`src/rtl/coeff_loader.sv`:
```
// ---------------------------------------------------------------------------
// coeff_loader
//   Write-side master for coeff_memory. Collects MSB-first serial words from
//   the frame-aligned coefficient stream and writes them to consecutive
//   addresses 0..NUM_COEFF-1, then raises load_done for the main controller.
//
// Ports
//   Sclk          in   system clock, all logic on posedge
//   Reset_n       in   synchronous active-low reset
//   start         in   1-cycle pulse, begins a load (accepted in IDLE/DONE)
//   bit_en        in   1-cycle strobe, sdata/frame valid this cycle
//   frame         in   high with bit_en on the MSB of each word
//   sdata         in   serial data bit
//   write_enable  out  1-cycle write strobe to coeff_memory
//   coeffwrite    out  write address (held after the strobe)
//   in_data       out  write data (held after the strobe)
//   busy          out  high in WAIT_FRAME/SHIFT/WRITE
//   load_done     out  high in DONE until next start or reset
//   frame_err     out  1-cycle pulse, frame seen mid-word
//   checksum      out  (COEFF_CHECKSUM_EN only) mod 2**DATA_W sum of words
//
// Configuration
//   COEFF_CHECKSUM_EN : adds the checksum output and its accumulator.
// ---------------------------------------------------------------------------
module coeff_loader #(
    parameter int NUM_COEFF = 512,
    parameter int ADDR_W    = 9,
    parameter int DATA_W    = 16
) (
    input  logic              Sclk,
    input  logic              Reset_n,
    input  logic              start,
    input  logic              bit_en,
    input  logic              frame,
    input  logic              sdata,
    output logic              write_enable,
    output logic [ADDR_W-1:0] coeffwrite,
    output logic [DATA_W-1:0] in_data,
    output logic              busy,
    output logic              load_done,
    output logic              frame_err
`ifdef COEFF_CHECKSUM_EN
    ,
    output logic [DATA_W-1:0] checksum
`endif
);

    localparam int          CNT_W     = $clog2(DATA_W + 1);
    localparam logic [ADDR_W-1:0] LAST_ADDR = ADDR_W'(NUM_COEFF - 1);
    localparam logic [CNT_W-1:0]  LAST_BIT  = CNT_W'(DATA_W - 1);

    typedef enum logic [2:0] {
        S_IDLE,
        S_WAIT_FRAME,
        S_SHIFT,
        S_WRITE,
        S_DONE
    } state_t;

    state_t              state_q;
    logic [DATA_W-1:0]   shift_q;
    logic [CNT_W-1:0]    bit_cnt_q;
    logic [ADDR_W-1:0]   addr_q;
    logic                we_q;
    logic [ADDR_W-1:0]   waddr_q;
    logic [DATA_W-1:0]   wdata_q;
    logic                busy_q;
    logic                done_q;
    logic                ferr_q;

    // Shift register with the current bit appended, and the value used when a
    // framed bit opens a fresh word.
    logic [DATA_W-1:0]   shift_d;
    logic [DATA_W-1:0]   first_d;
    logic                start_ok;

    assign shift_d  = {shift_q[DATA_W-2:0], sdata};
    assign first_d  = {{(DATA_W-1){1'b0}}, sdata};
    assign start_ok = start && (state_q == S_IDLE || state_q == S_DONE);

    always_ff @(posedge Sclk) begin
        if (!Reset_n) begin
            state_q   <= S_IDLE;
            shift_q   <= '0;
            bit_cnt_q <= '0;
            addr_q    <= '0;
            we_q      <= 1'b0;
            waddr_q   <= '0;
            wdata_q   <= '0;
            busy_q    <= 1'b0;
            done_q    <= 1'b0;
            ferr_q    <= 1'b0;
        end else begin
            // Strobes default low; address/data registers hold.
            we_q   <= 1'b0;
            ferr_q <= 1'b0;
            case (state_q)
                S_IDLE, S_DONE: begin
                    if (start) begin
                        state_q   <= S_WAIT_FRAME;
                        addr_q    <= '0;
                        bit_cnt_q <= '0;
                        busy_q    <= 1'b1;
                        done_q    <= 1'b0;
                    end
                end

                S_WAIT_FRAME: begin
                    // Unframed bits are dropped while hunting for sync.
                    if (bit_en && frame) begin
                        shift_q   <= first_d;
                        bit_cnt_q <= CNT_W'(1);
                        state_q   <= S_SHIFT;
                    end
                end

                S_SHIFT: begin
                    if (bit_en) begin
                        if (frame) begin
                            // Frame mid-word: drop the partial word and
                            // restart on this bit; the address is not consumed.
                            ferr_q    <= 1'b1;
                            shift_q   <= first_d;
                            bit_cnt_q <= CNT_W'(1);
                        end else begin
                            shift_q   <= shift_d;
                            bit_cnt_q <= bit_cnt_q + CNT_W'(1);
                            if (bit_cnt_q == LAST_BIT) begin
                                we_q    <= 1'b1;
                                waddr_q <= addr_q;
                                wdata_q <= shift_d;
                                state_q <= S_WRITE;
                            end
                        end
                    end
                end

                S_WRITE: begin
                    if (addr_q == LAST_ADDR) begin
                        state_q <= S_DONE;
                        busy_q  <= 1'b0;
                        done_q  <= 1'b1;
                    end else begin
                        addr_q <= addr_q + ADDR_W'(1);
                        // A framed bit landing here opens the next word so
                        // back-to-back streams lose nothing.
                        if (bit_en && frame) begin
                            shift_q   <= first_d;
                            bit_cnt_q <= CNT_W'(1);
                            state_q   <= S_SHIFT;
                        end else begin
                            bit_cnt_q <= '0;
                            state_q   <= S_WAIT_FRAME;
                        end
                    end
                end

                default: begin
                    state_q <= S_IDLE;
                    busy_q  <= 1'b0;
                    done_q  <= 1'b0;
                end
            endcase
        end
    end

`ifdef COEFF_CHECKSUM_EN
    logic [DATA_W-1:0] csum_q;

    // Accumulates on the write strobe cycle, so it covers every word written.
    always_ff @(posedge Sclk) begin
        if (!Reset_n) begin
            csum_q <= '0;
        end else if (start_ok) begin
            csum_q <= '0;
        end else if (we_q) begin
            csum_q <= csum_q + wdata_q;
        end
    end

    assign checksum = csum_q;
`else
    logic unused_start_ok;
    assign unused_start_ok = start_ok;
`endif

    assign write_enable = we_q;
    assign coeffwrite   = waddr_q;
    assign in_data      = wdata_q;
    assign busy         = busy_q;
    assign load_done    = done_q;
    assign frame_err    = ferr_q;

endmodule

```
`config.mk`:
```
export PLATFORM = sky130hd
export DESIGN_NAME = coeff_loader
export DESIGN_NICKNAME = d
export VERILOG_FILES = /design/src/rtl/coeff_loader.sv
export SDC_FILE = /design/constraint.sdc
export NUM_CORES = 1
export LEC_CHECK = 0
export ABC_CLOCK_PERIOD_IN_PS = 2800
export CAP_MARGIN = 0
export CORE_ASPECT_RATIO = 0.75
export CORE_UTILIZATION = 55
export CTS_CLUSTER_DIAMETER = 120
export CTS_CLUSTER_SIZE = 10
export DETAILED_ROUTE_END_ITERATION = 8
export PLACE_DENSITY = 0.79
export SETUP_SLACK_MARGIN = 0.15
export SLEW_MARGIN = 25
export SYNTH_ARGS = -nofsm -noshare
export SYNTH_HDL_FRONTEND = slang
export SYNTH_SLANG_ARGS = --single-unit
```
`constraint.sdc`:
```
create_clock -name Sclk -period 2.8 [get_ports Sclk]
set_input_delay 0.56 -clock Sclk [delete_from_list [all_inputs] [get_ports Sclk]]
set_output_delay 0.56 -clock Sclk [all_outputs]
set_load 0.01 [all_outputs]
```
Yosys cells after proc, flatten, opt, wreduce, memory -nomap -nowiden --
Cells that the tools add are included. W data, S select, Z words.
Storage, ports and cells: register bits after elaboration 62
Operators by class: $add $sub $neg 2, equal/unequal tests 13, mux-type cells 31, bitwise gates (word level) 5, reductions and logical operators 15
Operator list (count):
- $mux W16 | 4
- $pmux W16 S3 | 1
- $mux W5 | 5
- $pmux W5 S4 | 1
- $mux W3 | 6
- $mux W9 | 2
- $pmux W9 S2 | 1
- $ne A2 B2 Y1 const B | 7
- $pmux W3 S4 | 1
- $reduce_and A3 Y1 | 4
- $reduce_and A5 Y1 | 2
- $add A9 B1 Y9 const B | 1
- $eq A9 B9 Y1 const B | 1
- $mux W1 | 7
- $eq A3 B2 Y1 const B | 2
- $pmux W1 S3 | 2
- $add A5 B1 Y5 const B | 1
- $eq A5 B4 Y1 const B | 1
- $not A1 Y1 | 5
- $reduce_and A4 Y1 | 1
- $reduce_bool A4 Y1 | 1
- $reduce_or A2 Y1 | 2
- $reduce_or A4 Y1 | 1
- $eq A3 B1 Y1 const B | 1
- 6 further kinds | 6

Depth between registers and ports, before layout --
Gate-level depths: netlist (run 1).
depth in word-level cells 5, mapped depth 9, depth with buffers taken out 8

Least setup slack after synthesis (run 1) --
Ideal clock, no wire load.
kind register to register, start register addr_q[0], end register addr_q[4], arrival 1.669 ns, required time 2.682 ns, path slack 1.012 ns, stages on the path, launching flop included 9, path buffers 0, clock period less this slack 1.788 ns, path through dfxtp_1 -> ha_1 -> nand3_1 -> nor2_1 -> ha_1 -> and4bb_2 -> o2111ai_1 -> xor2_1 -> nor2_1
Between the ends: word-level cells in the longest chain between the ends 3, elaborated cells on any way between the ends 6
Ends and longest elaborated chain:
- start: declaration | RTL line 63 | logic [ADDR_W-1:0] addr_q;
- start signal: assignment | RTL line 144 | addr_q <= addr_q + ADDR_W'(1);
- $add A9 B1 Y9 or $eq A9 B9 Y1 (tied branches) | RTL line 144, 139
- $mux W9 or $ne A2 B2 Y1 (tied branches)
- $pmux W9 S2 or $reduce_and A3 Y1 (tied branches)
Several ways; a longest one is shown, not always the timed one. The select of a mux whose other input is x is not followed. A chain may end at the register's enable or synchronous reset.

Worst setup path after layout (run 1) --
start register addr_q[0], end register bit_cnt_q[4]
Between the ends: word-level cells in the longest chain between the ends 3
Ends and longest elaborated chain:
- $eq A9 B9 Y1 | RTL line 139 | if (addr_q == LAST_ADDR) begin
- $ne A2 B2 Y1 (no source line)
- $reduce_and A5 Y1 (no source line)
- end signal: assignment | RTL line 127 | bit_cnt_q <= bit_cnt_q + CNT_W'(1);
- end: declaration | RTL line 62 | logic [CNT_W-1:0] bit_cnt_q;
Every way passes these cells.

==> flow_summary.toml, run 1 <==
[status]
status = "complete, no violations"

[synthesis]
netlist_area_mm2 = 0.00259
async_reset_ff_frac = 0
synth_top_area_frac = 0.471
ys.flop_type = "dfxtp_1"
synth_edf_count = 0
avgSynthCellArea_um2 = 8.36
ys_warn_count = 0
syn_inst = 310
netlist_top_cells_area = "dfxtp_1 (47%), nand2_1 (11%), a21oi_1 (10%)"
syn_nets = 320
yosysTopAreaCell = "dfxtp_1"
ys_ff_latch = 61
ys_seq_area_frac = 0.471
synth.distinct_cells = 46

[drt]
drt-initial-drc-count = 124
ant_nets = 0
num_vias = 2177
routed_wl_mm = 5.08
drc = 0
avgRoutedWirePerCell_um = 12.7
first_pass_iters = 4
viasPerCell = 5.44

[sta]
final_hold_viol_count = 0
max_freq_mhz = 443
rsz0062_at_grt = "false"
setup_viol = 0
min_period_over_period = 0.806
report.final.slew_viol_count = 0
fin_crit_ps = 2260
finalSetupTns_ps = 0
max-slew-margin-rel = 0.564
fin_worst_skew_ps = 3.90
worstMarginPinSlew_ps = 652

[floorplan]
start_util = 0.577
chipWidth_um = 81.3
fp.dieArea_mm2 = 0.00499
core_mm2 = 0.00449
io_pins = 35
std_cell_rows = 21
dieHeight_um = 61.5

[setup_path]
crit_path_top_delay_cell = "dfxtp_1"
crit_path_frequent_cell = "ha_1"
max_stage_delay_ps = 400
cp_cell_sequence = "ha_1 > nand3_1 > nor2_1 > ha_1 > nor2b_1 > a211oi_1 > or2_0 > mux2i_1"
cp_top_family = "simple AND/OR/NAND/NOR gates"
end_kind = "register"
crit_buf_inv = 0
worst-r2r-setup-slack_ps = 540
required_ps = 3070
cp_max_fo = 8
start_kind = "register"
cp.arrival_ps = 2530
crit_type = "register to register"

[clock_network]
clk_path_buf_depth = 2
cts_made_buffers = 9
cts.sinks = 61
postCtsSetupRepairBufs = 0
hold_buffers = 0
htreeDepth = 3
ctsResizeCount = 0
clock_latency_ps = 340
cts_root_buffer = "clkbuf_8"
clkTransAtPathRegs_ps = 70
cts_tree = "yes"

[grt]
grt_max_degree = 29
antenna_found_initial = 0
grt_pass1_vias = 1833
grt_usage = 0.232
grt_pass1_wl_mm = 8.39
overflow = 0

[cells_and_area]
area_delta_synth_final_pct = 21.4
fin_area_mm2 = 0.00315
drive_above_1_share = 0.0845
nets = 348
antenna_cells = 0

[run]
drv_cap = 0

[min_path]
hp-class = "register to register"

[power]
ir_drop_mv = 0.593
p_leak_nw = 1.08
pwr_density_cell_mw_per_mm2 = 708

[place]
gp_congestion = 0.854
placement.cell_area_mm2 = 0.00292
numPortBuffers = 34
hpwlAfterDp_mm = 3.21
==> cell usage in the layout, fill, tap and decap left out, drive strengths merged, types with 4 or more instances in the layout <==
cell type and n:
ha 4, a21oi 52, nand2 78, buf 5
nor2 14, nand3 20, inv 4, clkdlybuf4s50 34
clkbuf 11, dfxtp 61
==> flip-flops by register name, indices dropped and copies added (netlist names) <==
name	flops
write_enable	1
state_q	3
in_data	16
load_done	1
coeffwrite	9
frame_err	1
busy	1
shift_q	15
addr_q	9
bit_cnt_q	5
==> cells in the mapped netlist (2+ instances only) <==
cell,instances
xnor2_1,3
buf_2,8
mux2i_1,3
xor2_1,3
o2111ai_1,2
nand2_1,78
nor2_1,14
nand4_1,3
buf_4,3
dfxtp_1,61
clkbuf_1,7
o211a_1,2
o21ai_0,3
a32oi_1,2
a21oi_1,52
and3_1,3
nand3_1,19
nand2b_1,3
buf_6,3
ha_1,4
nor3_1,2
a211oi_1,3
nor2b_1,3
inv_1,3
nand3b_1,2
==> cells by family (layout without fill, tap and decap cells) <==
kind of cell	after synthesis	in the layout	share of synthesized area
and+or+nand+nor	137	137	0.253
xor gates and xnor gates	6	6	0.0203
adders and majority gates	4	4	0.0193
muxes	3	3	0.0116
AOI/OAI and AO/OA	74	74	0.172
DFF	61	61	0.471
buffers and inverters	25	58	0.0531
==> path summary, 6_finish.rpt <==
check                                  from            to  cells past startpoint
worst max-delay path              addr_q[0]  bit_cnt_q[4]                      8
worst min-delay path            in_data[14]   in_data[14]                      2
worst max register to register    addr_q[0]  bit_cnt_q[4]                      8
worst min register to register  in_data[14]   in_data[14]                      2
==> layer usage <==
layer / up-vias / wire [um] / GRT usage / share of wire
met5: - / 0 / 0 / 0
met4: 0 / 88 / 0.0995 / 0.017
met3: 8 / 249 / 0.104 / 0.049
met2: 53 / 2310 / 0.338 / 0.45
met1: 987 / 2430 / 0.298 / 0.48
li1: 1129 / - / - / -
==> final cells by class <==
cell class              count  area, um^2
repair buffers             39         378
multi-input cells         224        1230
clock buffers              11         151
clock inverters             5        81.3
fillers                   367        1350
well taps                  57        71.3
flip-flops and latches     61        1220
inverters                   3        11.3
==> stage by stage <==
step	hold WS, ps	total power, mW	util	worst slack [ps]	instances
global placement	441	1.34	0.649	522	384
global route	478	2.33	0.701	333	400
finish	454	2.23	0.701	543	400
CTS	457	2.24	0.701	585	400
floorplan	432	1.29	-	1010	310
detailed placement	446	1.34	0.649	461	384
==> where the power goes <==
group | switching, mW | total, mW | internal (mW)
Clock | 0.350 | 0.901 | 0.551
Sequential | 0.0732 | 0.968 | 0.894
Combinational | 0.219 | 0.361 | 0.142
==> worst reg2reg max path, delay by kind of cell (launching register included) <==
kind,cells,cell delay [ps]
adder cells (fa/ha/maj),2,550
AO/OA/AOI/OAI,1,360
AND/OR/NAND/NOR,4,640
multiplexers,1,220
flip-flops,1,400
Power figures use the tool's default switching activity.
==> run 2, diff against run 1 <==
--- a/config.mk
+++ b/config.mk
@@ -5,14 +5,14 @@
 export SDC_FILE = /design/constraint.sdc
 export NUM_CORES = 1
 export LEC_CHECK = 0
-export ABC_CLOCK_PERIOD_IN_PS = 2800
+export ABC_CLOCK_PERIOD_IN_PS = 2350
 export CAP_MARGIN = 0
 export CORE_ASPECT_RATIO = 0.75
-export CORE_UTILIZATION = 55
+export CORE_UTILIZATION = 54
 export CTS_CLUSTER_DIAMETER = 120
 export CTS_CLUSTER_SIZE = 10
 export DETAILED_ROUTE_END_ITERATION = 8
-export PLACE_DENSITY = 0.79
+export PLACE_DENSITY = 0.78
 export SETUP_SLACK_MARGIN = 0.15
 export SLEW_MARGIN = 25
 export SYNTH_ARGS = -nofsm -noshare
==> constraint.sdc (replaced) <==
create_clock -name Sclk -period 2.35 [get_ports Sclk]
set_input_delay 0.47 -clock Sclk [delete_from_list [all_inputs] [get_ports Sclk]]
set_output_delay 0.47 -clock Sclk [all_outputs]
set_load 0.01 [all_outputs]
==> flow_summary.toml, run 2 (same netlist as run 1, synthesis figures left out) <==
[sta]
setup_viol = 0
finalSetupTns_ps = 0
min_period_over_period = 0.857
max-slew-margin-rel = 0.583
final_hold_viol_count = 0
rsz0062_at_grt = "false"
report.final.slew_viol_count = 0
max_freq_mhz = 496
setup_slack_ps = 335
fin_crit_ps = 2010
fin_worst_skew_ps = 5.32
whs_ps = 454
worstMarginPinSlew_ps = 625

[drt]
drc = 0
drt-initial-drc-count = 77
first_pass_iters = 5
num_vias = 2198
ant_nets = 0
avgRoutedWirePerCell_um = 12.5
routed_wl_mm = 5.09
viasPerCell = 5.40

[place]
post-place-ws_ps = 175
placement.cell_area_mm2 = 0.00297
hpwlAfterDp_mm = 3.41
dpl.cell_count = 389
gp_congestion = 0.885
numPortBuffers = 34

[min_path]
hp-class = "register to register"
min_to = "shift_q[14]"
holdCritStartpoint = "shift_q[14]"
whs_path_depth = 2

[power]
p_leak_nw = 1.09
clkPwrFrac = 0.332
ir_drop_mv = 0.434
pwr-share-seq = 0.469
p_sw_mw = 0.786
p_sw_frac = 0.321
p_int_mw = 1.66
p_comb_frac = 0.198
power_mw = 2.45
pwr_density_cell_mw_per_mm2 = 774

[grt]
antenna_found_initial = 0
grt_pass1_wl_mm = 8.40
grt_pass1_vias = 1839
grt_usage = 0.226
grt_max_degree = 44
overflow = 0

[cells_and_area]
area_delta_synth_final_pct = 22.0
post-route-util = 0.696
final_cell_mix = "nand2_1 (78), dfxtp_1 (61), a21oi_1 (52)"
nets = 355
finalNonFillerCells = 407
fin_area_mm2 = 0.00316
num-fill-cells = 393
drive_above_1_share = 0.109
final_common_cell = "nand2_1"
largest_register_ffs = 16
antenna_cells = 0

[floorplan]
io_pins = 35
fp.dieArea_mm2 = 0.00508
core_mm2 = 0.00455
start_util = 0.570
chipWidth_um = 82.0
dieHeight_um = 62.0
std_cell_rows = 21

[clock_network]
htreeDepth = 3
clk_path_buf_depth = 2
clkTransAtPathRegs_ps = 70
cts_tree = "yes"
cts_root_buffer = "clkbuf_8"
cts_made_buffers = 9
clock_latency_ps = 340
cts.sinks = 61

[setup_path]
cp_max_fo = 10
ff2ff_path_depth = 9
required_ps = 2630
worst-r2r-setup-slack_ps = 340
start_kind = "register"
cp.arrival_ps = 2290
end_kind = "register"
r2r_start = "addr_q[0]"
r2r_end = "shift_q[12]"
crit_type = "register to register"

[run]
drv_cap = 0

[status]
status = "complete, no violations"
-- run 2: critical path, stage by stage (launching register included) --
cell      delay, ps
dfxtp_1         400
ha_1            240
nand3_1          90
nor2_1          110
ha_2            270
a21boi_1        120
o211ai_2        300
buf_4           220
nand2_1          60
a21oi_1         130
-- run 2: layout make-up --
class                           instances  area, um^2  area share
Multi-Input combinational cell        224        1240       0.393
Clock inverter                          7        50.0      0.0158
Tap cell                               57        71.3      0.0226
Sequential cell                        61        1220       0.386
Timing Repair Buffer                   46         443       0.140
Clock buffer                            9         124      0.0392
Inverter                                3        11.3     0.00356
-- run 2: worst max path at each step --
| stage | startpoint | endpoint | depth (start not counted) |
|---|---|---|---|
| finish | addr_q[0] | shift_q[12] | 9 |
| detailed placement | frame | coeffwrite[5] | 6 |
| global placement | bit_en | bit_cnt_q[4] | 4 |
| global route | state_q[1] | in_data[6] | 5 |
| CTS | addr_q[0] | bit_cnt_q[1] | 8 |
| floorplan | addr_q[0] | addr_q[4] | 8 |
-- run 2: per-layer routing --
metal / vias to the layer above / share of wire / track usage
li1: 1142 / - / -
met1: 995 / 0.50 / 0.290
met2: 52 / 0.45 / 0.346
met3: 9 / 0.050 / 0.0745
met4: 0 / 0.0092 / 0.105
met5: - / 0 / 0
-- run 2: power by group through the flow --
| stage | logic, mW | registers, mW | clock network [mW] |
|---|---|---|---|
| floorplan | 0.435 | 1.11 | 0 |
| global placement | 0.453 | 1.17 | 0 |
| detailed placement | 0.458 | 1.17 | 0 |
| CTS | 0.459 | 1.14 | 0.838 |
| global route | 0.532 | 1.16 | 0.887 |
| finish | 0.486 | 1.15 | 0.814 |
-- run 2: timing repair --
action                     CTS  global route
hold buffers                 0             0
buffers inserted             0             2
setup endpoints to repair    0            13
gates resized for setup      0             3
